--- src/rtl/pe_cmd_sequencer.sv ---
`default_nettype none
// +-----------------------------------------------------------------------+
// | pe_cmd_sequencer: drives RESET/SET_CONV_MODE/LOAD_DATA/TRIGGER for a  |
// | single-accumulation PE job, fetching operand pairs from two SRAMs.    |
// | Rev 1.0                                                               |
// +-----------------------------------------------------------------------+
module pe_cmd_sequencer #(
  parameter int ACLEN      = 8,
  parameter int DATA_WIDTH = 32,
  parameter int ADDR_WIDTH = 12,
  parameter int LEN_WIDTH  = 16,
  parameter int TIMEOUT    = 1024
) (
  input  logic                  clk_i,
  input  logic                  rst,
  input  logic                  start,
  input  logic [LEN_WIDTH-1:0]  conv_len_in,
  input  logic [ADDR_WIDTH-1:0] data_base_in,
  input  logic [ADDR_WIDTH-1:0] weight_base_in,
  input  logic                  preload_en_in,
  input  logic [DATA_WIDTH-1:0] preload_val_in,
  output logic                  rd_en,
  output logic [ADDR_WIDTH-1:0] data_rd_addr,
  output logic [ADDR_WIDTH-1:0] weight_rd_addr,
  input  logic [DATA_WIDTH-1:0] data_rd_data,
  input  logic [DATA_WIDTH-1:0] weight_rd_data,
  output logic                  pe_cmd_valid,
  output logic [ACLEN:0]        pe_cmd,
  output logic [DATA_WIDTH-1:0] param_1_out,
  output logic [DATA_WIDTH-1:0] param_2_out,
  output logic [DATA_WIDTH-1:0] preload_data_out,
  output logic [DATA_WIDTH-1:0] pe_data_out,
  output logic [DATA_WIDTH-1:0] pe_weight_out,
  input  logic                  pe_busy,
  output logic                  idle,
  output logic                  done,
  output logic                  timeout_err
);

  localparam int WCNT_W = $clog2(TIMEOUT + 1);

  localparam logic [ACLEN:0] CMD_RESET     = (ACLEN+1)'(0);
  localparam logic [ACLEN:0] CMD_TRIGGER   = (ACLEN+1)'(1);
  localparam logic [ACLEN:0] CMD_LOAD_DATA = (ACLEN+1)'(5);
  localparam logic [ACLEN:0] CMD_SET_MODE  = (ACLEN+1)'(6);

  typedef enum logic [2:0] {
    S_IDLE     = 3'd0,
    S_RST_CMD  = 3'd1,
    S_MODE_CMD = 3'd2,
    S_LOAD_CMD = 3'd3,
    S_STREAM   = 3'd4,
    S_DRAIN    = 3'd5,
    S_WAIT     = 3'd6,
    S_DONE     = 3'd7
  } state_e;

  state_e                state_q, state_d;
  logic [LEN_WIDTH-1:0]  len_q, len_d;
  logic [ADDR_WIDTH-1:0] dbase_q, dbase_d;
  logic [ADDR_WIDTH-1:0] wbase_q, wbase_d;
  logic                  pre_en_q, pre_en_d;
  logic [DATA_WIDTH-1:0] pre_val_q, pre_val_d;
  logic [LEN_WIDTH-1:0]  rd_cnt_q, rd_cnt_d;
  logic                  trig_q, trig_d;
  logic [WCNT_W-1:0]     wait_cnt_q, wait_cnt_d;
  logic                  terr_q, terr_d;
  logic [DATA_WIDTH-1:0] pe_data_q, pe_data_d;
  logic [DATA_WIDTH-1:0] pe_weight_q, pe_weight_d;

  logic w_issue_rd;
  logic w_last_rd;

  assign w_last_rd = (rd_cnt_q == len_q - LEN_WIDTH'(1));

  always_ff @(posedge clk_i) begin
    if (rst) begin
      state_q     <= S_IDLE;
      len_q       <= '0;
      dbase_q     <= '0;
      wbase_q     <= '0;
      pre_en_q    <= 1'b0;
      pre_val_q   <= '0;
      rd_cnt_q    <= '0;
      trig_q      <= 1'b0;
      wait_cnt_q  <= '0;
      terr_q      <= 1'b0;
      pe_data_q   <= '0;
      pe_weight_q <= '0;
    end else begin
      state_q     <= state_d;
      len_q       <= len_d;
      dbase_q     <= dbase_d;
      wbase_q     <= wbase_d;
      pre_en_q    <= pre_en_d;
      pre_val_q   <= pre_val_d;
      rd_cnt_q    <= rd_cnt_d;
      trig_q      <= trig_d;
      wait_cnt_q  <= wait_cnt_d;
      terr_q      <= terr_d;
      pe_data_q   <= pe_data_d;
      pe_weight_q <= pe_weight_d;
    end
  end

  always_comb begin
    state_d      = state_q;
    len_d        = len_q;
    dbase_d      = dbase_q;
    wbase_d      = wbase_q;
    pre_en_d     = pre_en_q;
    pre_val_d    = pre_val_q;
    rd_cnt_d     = rd_cnt_q;
    trig_d       = 1'b0;
    wait_cnt_d   = wait_cnt_q;
    terr_d       = terr_q;
    pe_data_d    = pe_data_q;
    pe_weight_d  = pe_weight_q;
    w_issue_rd   = 1'b0;
    rd_en        = 1'b0;
    pe_cmd_valid = 1'b0;
    pe_cmd       = '0;
    param_1_out  = '0;

    case (state_q)
      S_IDLE: begin
        if (start) begin
          len_d      = conv_len_in;
          dbase_d    = data_base_in;
          wbase_d    = weight_base_in;
          pre_en_d   = preload_en_in;
          pre_val_d  = preload_val_in;
          terr_d     = 1'b0;
          rd_cnt_d   = '0;
          wait_cnt_d = '0;
          state_d    = S_RST_CMD;
        end
      end
      S_RST_CMD: begin
        pe_cmd_valid = 1'b1;
        pe_cmd       = CMD_RESET;
        state_d      = (len_q == '0) ? S_DONE : S_MODE_CMD;
      end
      S_MODE_CMD: begin
        pe_cmd_valid = 1'b1;
        pe_cmd       = CMD_SET_MODE;
        param_1_out  = DATA_WIDTH'(len_q);
        // The first read overlaps the last command cycle so TRIGGERs follow without a gap.
        if (pre_en_q) state_d = S_LOAD_CMD;
        else          w_issue_rd = 1'b1;
      end
      S_LOAD_CMD: begin
        pe_cmd_valid = 1'b1;
        pe_cmd       = CMD_LOAD_DATA;
        w_issue_rd   = 1'b1;
      end
      S_STREAM: w_issue_rd = 1'b1;
      S_DRAIN: begin
        wait_cnt_d = '0;
        state_d    = S_WAIT;
      end
      S_WAIT: begin
        wait_cnt_d = wait_cnt_q + WCNT_W'(1);
        // PE busy lags the last TRIGGER by a cycle, so the first WAIT cycle is not trusted.
        if (wait_cnt_q != '0 && !pe_busy) begin
          state_d = S_DONE;
        end else if (wait_cnt_q == WCNT_W'(TIMEOUT - 1)) begin
          terr_d  = 1'b1;
          state_d = S_IDLE;
        end
      end
      S_DONE:  state_d = S_IDLE;
      default: state_d = S_IDLE;
    endcase

    if (w_issue_rd) begin
      rd_en    = 1'b1;
      rd_cnt_d = rd_cnt_q + LEN_WIDTH'(1);
      trig_d   = 1'b1;
      state_d  = w_last_rd ? S_DRAIN : S_STREAM;
    end

    if (trig_q) begin
      pe_cmd_valid = 1'b1;
      pe_cmd       = CMD_TRIGGER;
      pe_data_d    = data_rd_data;
      pe_weight_d  = weight_rd_data;
    end
  end

  assign data_rd_addr     = rd_en ? dbase_q + ADDR_WIDTH'(rd_cnt_q) : '0;
  assign weight_rd_addr   = rd_en ? wbase_q + ADDR_WIDTH'(rd_cnt_q) : '0;
  assign pe_data_out      = trig_q ? data_rd_data   : pe_data_q;
  assign pe_weight_out    = trig_q ? weight_rd_data : pe_weight_q;
  assign param_2_out      = '0;
  assign preload_data_out = pre_val_q;
  assign idle             = (state_q == S_IDLE);
  assign done             = (state_q == S_DONE);
  assign timeout_err      = terr_q;

endmodule
`default_nettype wire

--- config.mk ---
export PLATFORM = sky130hd
export DESIGN_NAME = pe_cmd_sequencer
export DESIGN_NICKNAME = d
export VERILOG_FILES = /design/src/rtl/pe_cmd_sequencer.sv
export SDC_FILE = /design/constraint.sdc
export NUM_CORES = 1
export LEC_CHECK = 0
export ABC_AREA = 0
export ABC_CLOCK_PERIOD_IN_PS = 3650
export CAP_MARGIN = 20
export CORE_UTILIZATION = 44
export DETAILED_ROUTE_END_ITERATION = 8
export GPL_ROUTABILITY_DRIVEN = 0
export GPL_TIMING_DRIVEN = 0
export HOLD_SLACK_MARGIN = 0.12
export PLACE_DENSITY_LB_ADDON = 0.2
export SLEW_MARGIN = 40
export SYNTH_ARGS = -nofsm -noshare
export SYNTH_HDL_FRONTEND = slang
export SYNTH_SLANG_ARGS = --single-unit
--- constraint.sdc ---
create_clock -name clk_i -period 3.65 [get_ports clk_i]
set_clock_uncertainty 0.1 [all_clocks]
set_input_delay 0.73 -clock clk_i [delete_from_list [all_inputs] [get_ports clk_i]]
set_output_delay 0.73 -clock clk_i [all_outputs]
set_load 0.01 [all_outputs]
==> results.ini, run 1 <==
[critical_path]
ff2ff_path_depth = 9
r2r-end = state_q[0]
worstSetupEndpointType = primary output
crit_type = reg2out
worstPathMaxFanout = 8
critPathLaunchType = register
critPathMaxStageDelay_ns = 0.57
rr_startpoint = len_q[0]
rrSetupSlack_ns = 0.77
crit_top_cell = o21a_1
worstPathArrival_ns = 2.74
critPathSlowestCell = clkdlybuf4s50_1
worstPathCellList = ha_1 > a21o_1 > a21oi_2 > o21a_1 > o21a_1 > a21oi_1 > mux2i_1 > clkdlybuf4s50_1
required_ns = 2.82

[synthesis]
synth_cell_types = 58
syn-cell-area_um2 = 8670
synth_seq_cells = 169
synth_top_cell_by_area = dfxtp_1
synth_edf_count = 0
ys_warn_count = 0
synth_top_area_share_pct = 39.0
syn_inst = 1033
synth_top_family_by_area = simple AND/OR/NAND/NOR gates
avgSynthCellArea_um2 = 8.39
ys.flop_type = dfxtp_1
muxShareOfSynthArea_pct = 9.66
ys_seq_area_share_pct = 39.0
async_flop_share_pct = 0
synth_fa_ha_area_share_pct = 4.22
synth_compound_area_share_pct = 11.6
ys_top_cells_by_area = dfxtp_1 39%, mux2_2 9.0%, nand2_1 7.9%, a21oi_1 5.9%, nor2b_1 4.9%
synth-xor-area-share_pct = 4.14
synthSimpleGateAreaFrac_pct = 23.2

[drt]
wire_per_inst_um = 15.8
ant_nets = 0
vias = 8210
firstDrtPassIters = 5
drcViolationCount = 0
vias_per_cell = 4.95
wl_um = 26100
drt_iter0_drc = 410

[timing]
max_slew_margin_pct = 56.3
setup-violations-final = 0
hold_viol = 0
worstMarginPinSlew_ns = 0.655
period_minus_slack_ns = 3.57
fmax_ghz = 0.280
final.setup.tns_ns = 0
post-route-period-util_pct = 97.7
slew_violations = 0
rsz0062_at_grt = false
timing.hold.ws_ns = 0.353

[min_path]
hold_end = preload_data_out[22]
hold_class = reg2reg
hold_start = preload_data_out[22]
holdPathStages = 2

[clocking]
clock_latency_ns = 0.42
ctsHtreeMaxLevel = 4
clk_pin_slew_ns = 0.07
clock_path_buffers = 2
cts_buffers = 17
cts_hold_buffers = 0
cts-root-buf = clkbuf_16
cts_tree = built
clkSinkCount = 169

[floorplanning]
start_util_pct = 45.6
dieArea_um2 = 20300
die_w_um = 142
core_um2 = 19000
io_pins = 339
fp.dieH_um = 142
rows = 50

[grt]
grt_pass1_vias = 7744
antenna_found_initial = 0
grt_use_total_pct = 25.9
gr-total-overflow = 0
grt_max_degree = 21
grt_pass1_wl_um = 40400

[outcome]
outcome = finished, final reports clean

[power]
ir_drop_mv = 0.374
power_density_nw_per_um2 = 559
cellLeakagePower_nw = 5.15

[placed_design]
port-buffer-count = 283
hpwl_um = 20100

[run]
cap_viol_max_count = 0

[cells_and_area]
syn_to_final_growth_pct = 47.2
drive_gt1_share_pct = 15.1
antenna_cells = 0
fin_nets = 1556
nFillCells = 1616

## cells in the final DEF, fill, tap and decap left out, drive strengths merged, types with 4 or more instances in the layout
cell           count
a21o               8
clkbuf            69
nor2              55
clkinv             4
and3               5
o31ai              5
inv               22
dfxtp            169
mux2              69
xnor2             17
nand2b             8
conb              54
or2                4
nor4               8
a21oi            103
nor3              16
mux2i              6
nor2b             68
nand3             11
xor2              24
a211oi             5
nand4             13
dlygate4sd2        4
nand2            183
and2              18
o21ai             17
or3                7
buf               67
or4                9
clkdlybuf4s50    274
ha                26
## cells by family (layout without fill, tap and decap cells)
family | count (synthesis) | in the layout
AOI/OAI and AO/OA | 171 | 171
other | 1 | 54
buffers and inverters | 133 | 447
muxes | 75 | 75
adders and majority gates | 28 | 28
DFF | 169 | 169
xor gates and xnor gates | 41 | 41
and+or+nand+nor | 415 | 415
## layout make-up
class                      count  area [um^2]  share of cell area (%)
buffer                       112          634                    4.97
sequential                   169         3400                    26.7
clock buffer                  20          457                    3.58
timing repair buffer         285         2840                    22.2
multi-input combinational    784         4920                    38.6
tap                          260          325                    2.55
clock inverter                12          115                   0.902
inverter                      18         67.6                   0.530
## per-layer routing
metal	part of all wire, %	vias to the layer above	global-route usage (%)
li1	-	4111	-
met1	42	3755	32.0
met2	48	309	42.6
met3	8.0	35	7.50
met4	2.2	0	9.22
met5	0	-	0
## sequential cells by signal (all words and copies together) (netlist names), 11 cells and up
name              count
pe_data_q            32
pe_weight_q          32
preload_data_out     32
len_q                16
rd_cnt_q             16
dbase_q              12
wbase_q              12
wait_cnt_q           11
## Yosys cell counts, types with 2 or more instances
| cell type | instances |
|---|---|
| a2111oi_0 | 2 |
| a211o_1 | 3 |
| a211oi_1 | 5 |
| a21o_1 | 8 |
| a21oi_1 | 103 |
| a22oi_1 | 2 |
| a31oi_1 | 3 |
| and2_1 | 17 |
| and3_1 | 5 |
| and4_1 | 2 |
| buf_1 | 11 |
| buf_4 | 54 |
| clkbuf_1 | 49 |
| dfxtp_1 | 169 |
| fa_1 | 2 |
| ha_1 | 26 |
| inv_1 | 18 |
| mux2_2 | 69 |
| mux2i_1 | 6 |
| nand2_1 | 183 |
| nand2b_1 | 8 |
| nand3_1 | 11 |
| nand4_1 | 13 |
| nor2_1 | 55 |
| nor2b_1 | 68 |
| nor3_1 | 16 |
| nor3b_1 | 2 |
| nor4_1 | 8 |
| o211ai_1 | 3 |
| o21a_1 | 3 |
| o21ai_0 | 16 |
| o21bai_1 | 3 |
| o22ai_1 | 3 |
| o311a_1 | 2 |
| o311ai_0 | 3 |
| o31a_1 | 2 |
| o31ai_1 | 5 |
| or2_2 | 4 |
| or3_1 | 6 |
| or3b_2 | 2 |
| or4_1 | 6 |
| or4_4 | 2 |
| xnor2_1 | 17 |
| xor2_1 | 24 |
## how the worst max path moves through the flow
stage                startpoint                  to  slack (ns)
floorplan           rd_cnt_q[0]    data_rd_addr[10]        0.57
global placement    rd_cnt_q[0]    data_rd_addr[10]       -0.16
detailed placement  rd_cnt_q[0]    data_rd_addr[10]       -0.14
CTS                 rd_cnt_q[0]  weight_rd_addr[10]       0.002
global route        rd_cnt_q[0]     data_rd_addr[8]       0.006
finish              rd_cnt_q[1]  weight_rd_addr[11]        0.08
## critical path: cells and delay by family (launching register included)
kind	cells	cell delay [ns]
buf+inv	1	0.57
fa+ha+maj	1	0.25
compound gates	5	0.84
flops	1	0.43
mux	1	0.22
## what timing repair did
item	4_1_cts	5_1_grt
endpoints found under the setup margin	43	24
hold endpoints to repair	0	0
pin swaps	1	6
gates cloned	0	0
buffers inserted	0	2
gates resized for setup	41	27
## power by group
part           internal, W  total (W)  switching, W  leakage (nW)
Combinational      0.00146    0.00304       0.00159          3.50
Clock             0.000985    0.00178      0.000790         0.274
Sequential         0.00213    0.00232      0.000184          1.38
## per-stage QoR
step | cell area (um^2) | power [W] | std cells | setup WS (ns) | utilization, %
finish | 12800 | 0.00714 | 1660 | 0.0845 | 67.1
global route | 12800 | 0.00756 | 1660 | 0.00575 | 67.1
CTS | 12700 | 0.00715 | 1659 | 0.00235 | 66.6
detailed placement | 12000 | 0.00536 | 1629 | -0.143 | 63.3
global placement | 12000 | 0.00531 | 1629 | -0.164 | 63.2
floorplan | 8870 | 0.00405 | 1086 | 0.566 | -
No activity file was read; power rests on OpenSTA's default activity.
==> run 2, diff against run 1 <==
- HOLD_SLACK_MARGIN: 0.12 -> 0.15
- TNS_END_PERCENT: not set -> 1
==> results.ini, run 2 (synthesis gave the netlist of run 1 again) <==
[timing]
post-route-period-util_pct = 97.3
period_minus_slack_ns = 3.55
rsz0062_at_grt = true
setup-violations-final = 0
slew_violations = 0
max_slew_margin_pct = 55.8
worstMarginPinSlew_ns = 0.662
hold_viol = 0
fmax_ghz = 0.282

[cells_and_area]
antenna_cells = 0
stdcell_count = 1661
final_util_pct = 67.0
syn_to_final_growth_pct = 47.1
layout_commonest_cell = clkdlybuf4s50_1
drive_gt1_share_pct = 15.1
nFillCells = 1615
fin_nets = 1557
final_cell_mix = 274 x clkdlybuf4s50_1, 183 x nand2_1, 161 x dfxtp_1

[critical_path]
worstPathArrival_ns = 2.72
critPathBufInv = 1
rrSetupSlack_ns = 0.77
worstPathMaxFanout = 6
required_ns = 2.82
cp.depth = 9
worstSetupEndpointType = primary output
critPathTopFamily = compound AO/OA/AOI/OAI gates
critPathLaunchType = register
crit_type = reg2out
critPathSlowestCell = dfxtp_4
worstPathCellList = ha_1 > fa_2 > a21o_1 > a21oi_4 > o21bai_4 > a2111oi_4 > nor2_1 > o21ai_1 > clkdlybuf4s15_1
critPathMaxStageDelay_ns = 0.38
ff2ff_path_depth = 9

[placed_design]
hpwl_um = 20100
port-buffer-count = 283
dp.cells = 1629

[clocking]
cts_buffers = 17
cts_hold_buffers = 0
cts_tree = built
clock_latency_ns = 0.43
ctsHtreeMaxLevel = 4
clk_pin_slew_ns = 0.07
clock_path_buffers = 2
clkSinkCount = 169
cts-root-buf = clkbuf_16

[power]
cellLeakagePower_nw = 5.16
power_density_nw_per_um2 = 561
ir_drop_mv = 0.379

[drt]
vias = 8266
drt_iter0_drc = 453
vias_per_cell = 4.98
ant_nets = 0
firstDrtPassIters = 5
wl_um = 26200
drcViolationCount = 0
wire_per_inst_um = 15.8

[grt]
grt_pass1_vias = 7737
use_met3_pct = 7.60
antenna_found_initial = 0
grt_max_degree = 21
grt_use_total_pct = 25.9
top_usage_layer = met2
gr-total-overflow = 0
grt_pass1_wl_um = 40400
grt_util_met1_pct = 32.0
grt_util_met2_pct = 42.7

[floorplanning]
fp.dieH_um = 142
core_um2 = 19000
die_w_um = 142
dieArea_um2 = 20300
io_pins = 339
rows = 50
start_util_pct = 45.6

[min_path]
holdPathStages = 2
hold_class = reg2reg

[outcome]
outcome = finished, final reports clean

[run]
cap_viol_max_count = 0

[run 2: timing repair]
action,in CTS,in global routing
resized for setup,36,33
gates cloned,0,0
endpoints found under the setup margin,43,25
buffers inserted,0,2
hold endpoints to repair,0,0
pin swaps,1,5
[run 2: path summary, 6_finish.rpt]
check,end,startpoint
worst max-delay path,data_rd_addr[10],rd_cnt_q[0]
worst min-delay path,preload_data_out[22],preload_data_out[22]
worst max register to register,state_q[0],len_q[0]
worst min register to register,preload_data_out[22],preload_data_out[22]
[run 2: cell type report]
class	count	area [um^2]	share of cell area, %
Timing Repair Buffer	285	2840	22.2
Clock buffer	20	457	3.58
Inverter	18	67.6	0.530
Buffer	113	639	5.01
Multi-Input combinational cell	784	4910	38.5
Tap cell	260	325	2.55
Clock inverter	12	115	0.903
Sequential cell	169	3400	26.7
[run 2: metal layers]
metal	up-vias	part of all wire (%)
met5	-	0
met4	0	2.1
met3	35	8.3
met2	319	48
met1	3795	42
li1	4117	-
[run 2: stage by stage]
stage / hold WS (ns) / setup TNS (ns) / setup slack (ns) / power [W] / cell area (um^2)
5_1_grt: 0.377 / -0.0286 / -0.0166 / 0.00757 / 12700
4_1_cts: 0.355 / -0.137 / -0.0956 / 0.00715 / 12600
2_1_floorplan: 0.341 / 0 / 0.566 / 0.00405 / 8870
6_report: 0.354 / 0 / 0.0979 / 0.00715 / 12700
3_5_place_dp: 0.347 / -0.609 / -0.143 / 0.00536 / 12000
3_3_place_gp: 0.341 / -1.17 / -0.164 / 0.00531 / 12000
[run 2: power breakdown]
group | switching (W) | internal (W) | total, W
combinational | 0.00160 | 0.00146 | 0.00306
clock | 0.000796 | 0.000984 | 0.00178
sequential | 0.000174 | 0.00213 | 0.00231
total | 0.00257 | 0.00458 | 0.00715
[run 2: worst min-delay path, cell delays in order (launching register included)]
cell and delay (ns):
dfxtp_1 0.31, nand2_1 0.05, a21oi_1 0.05
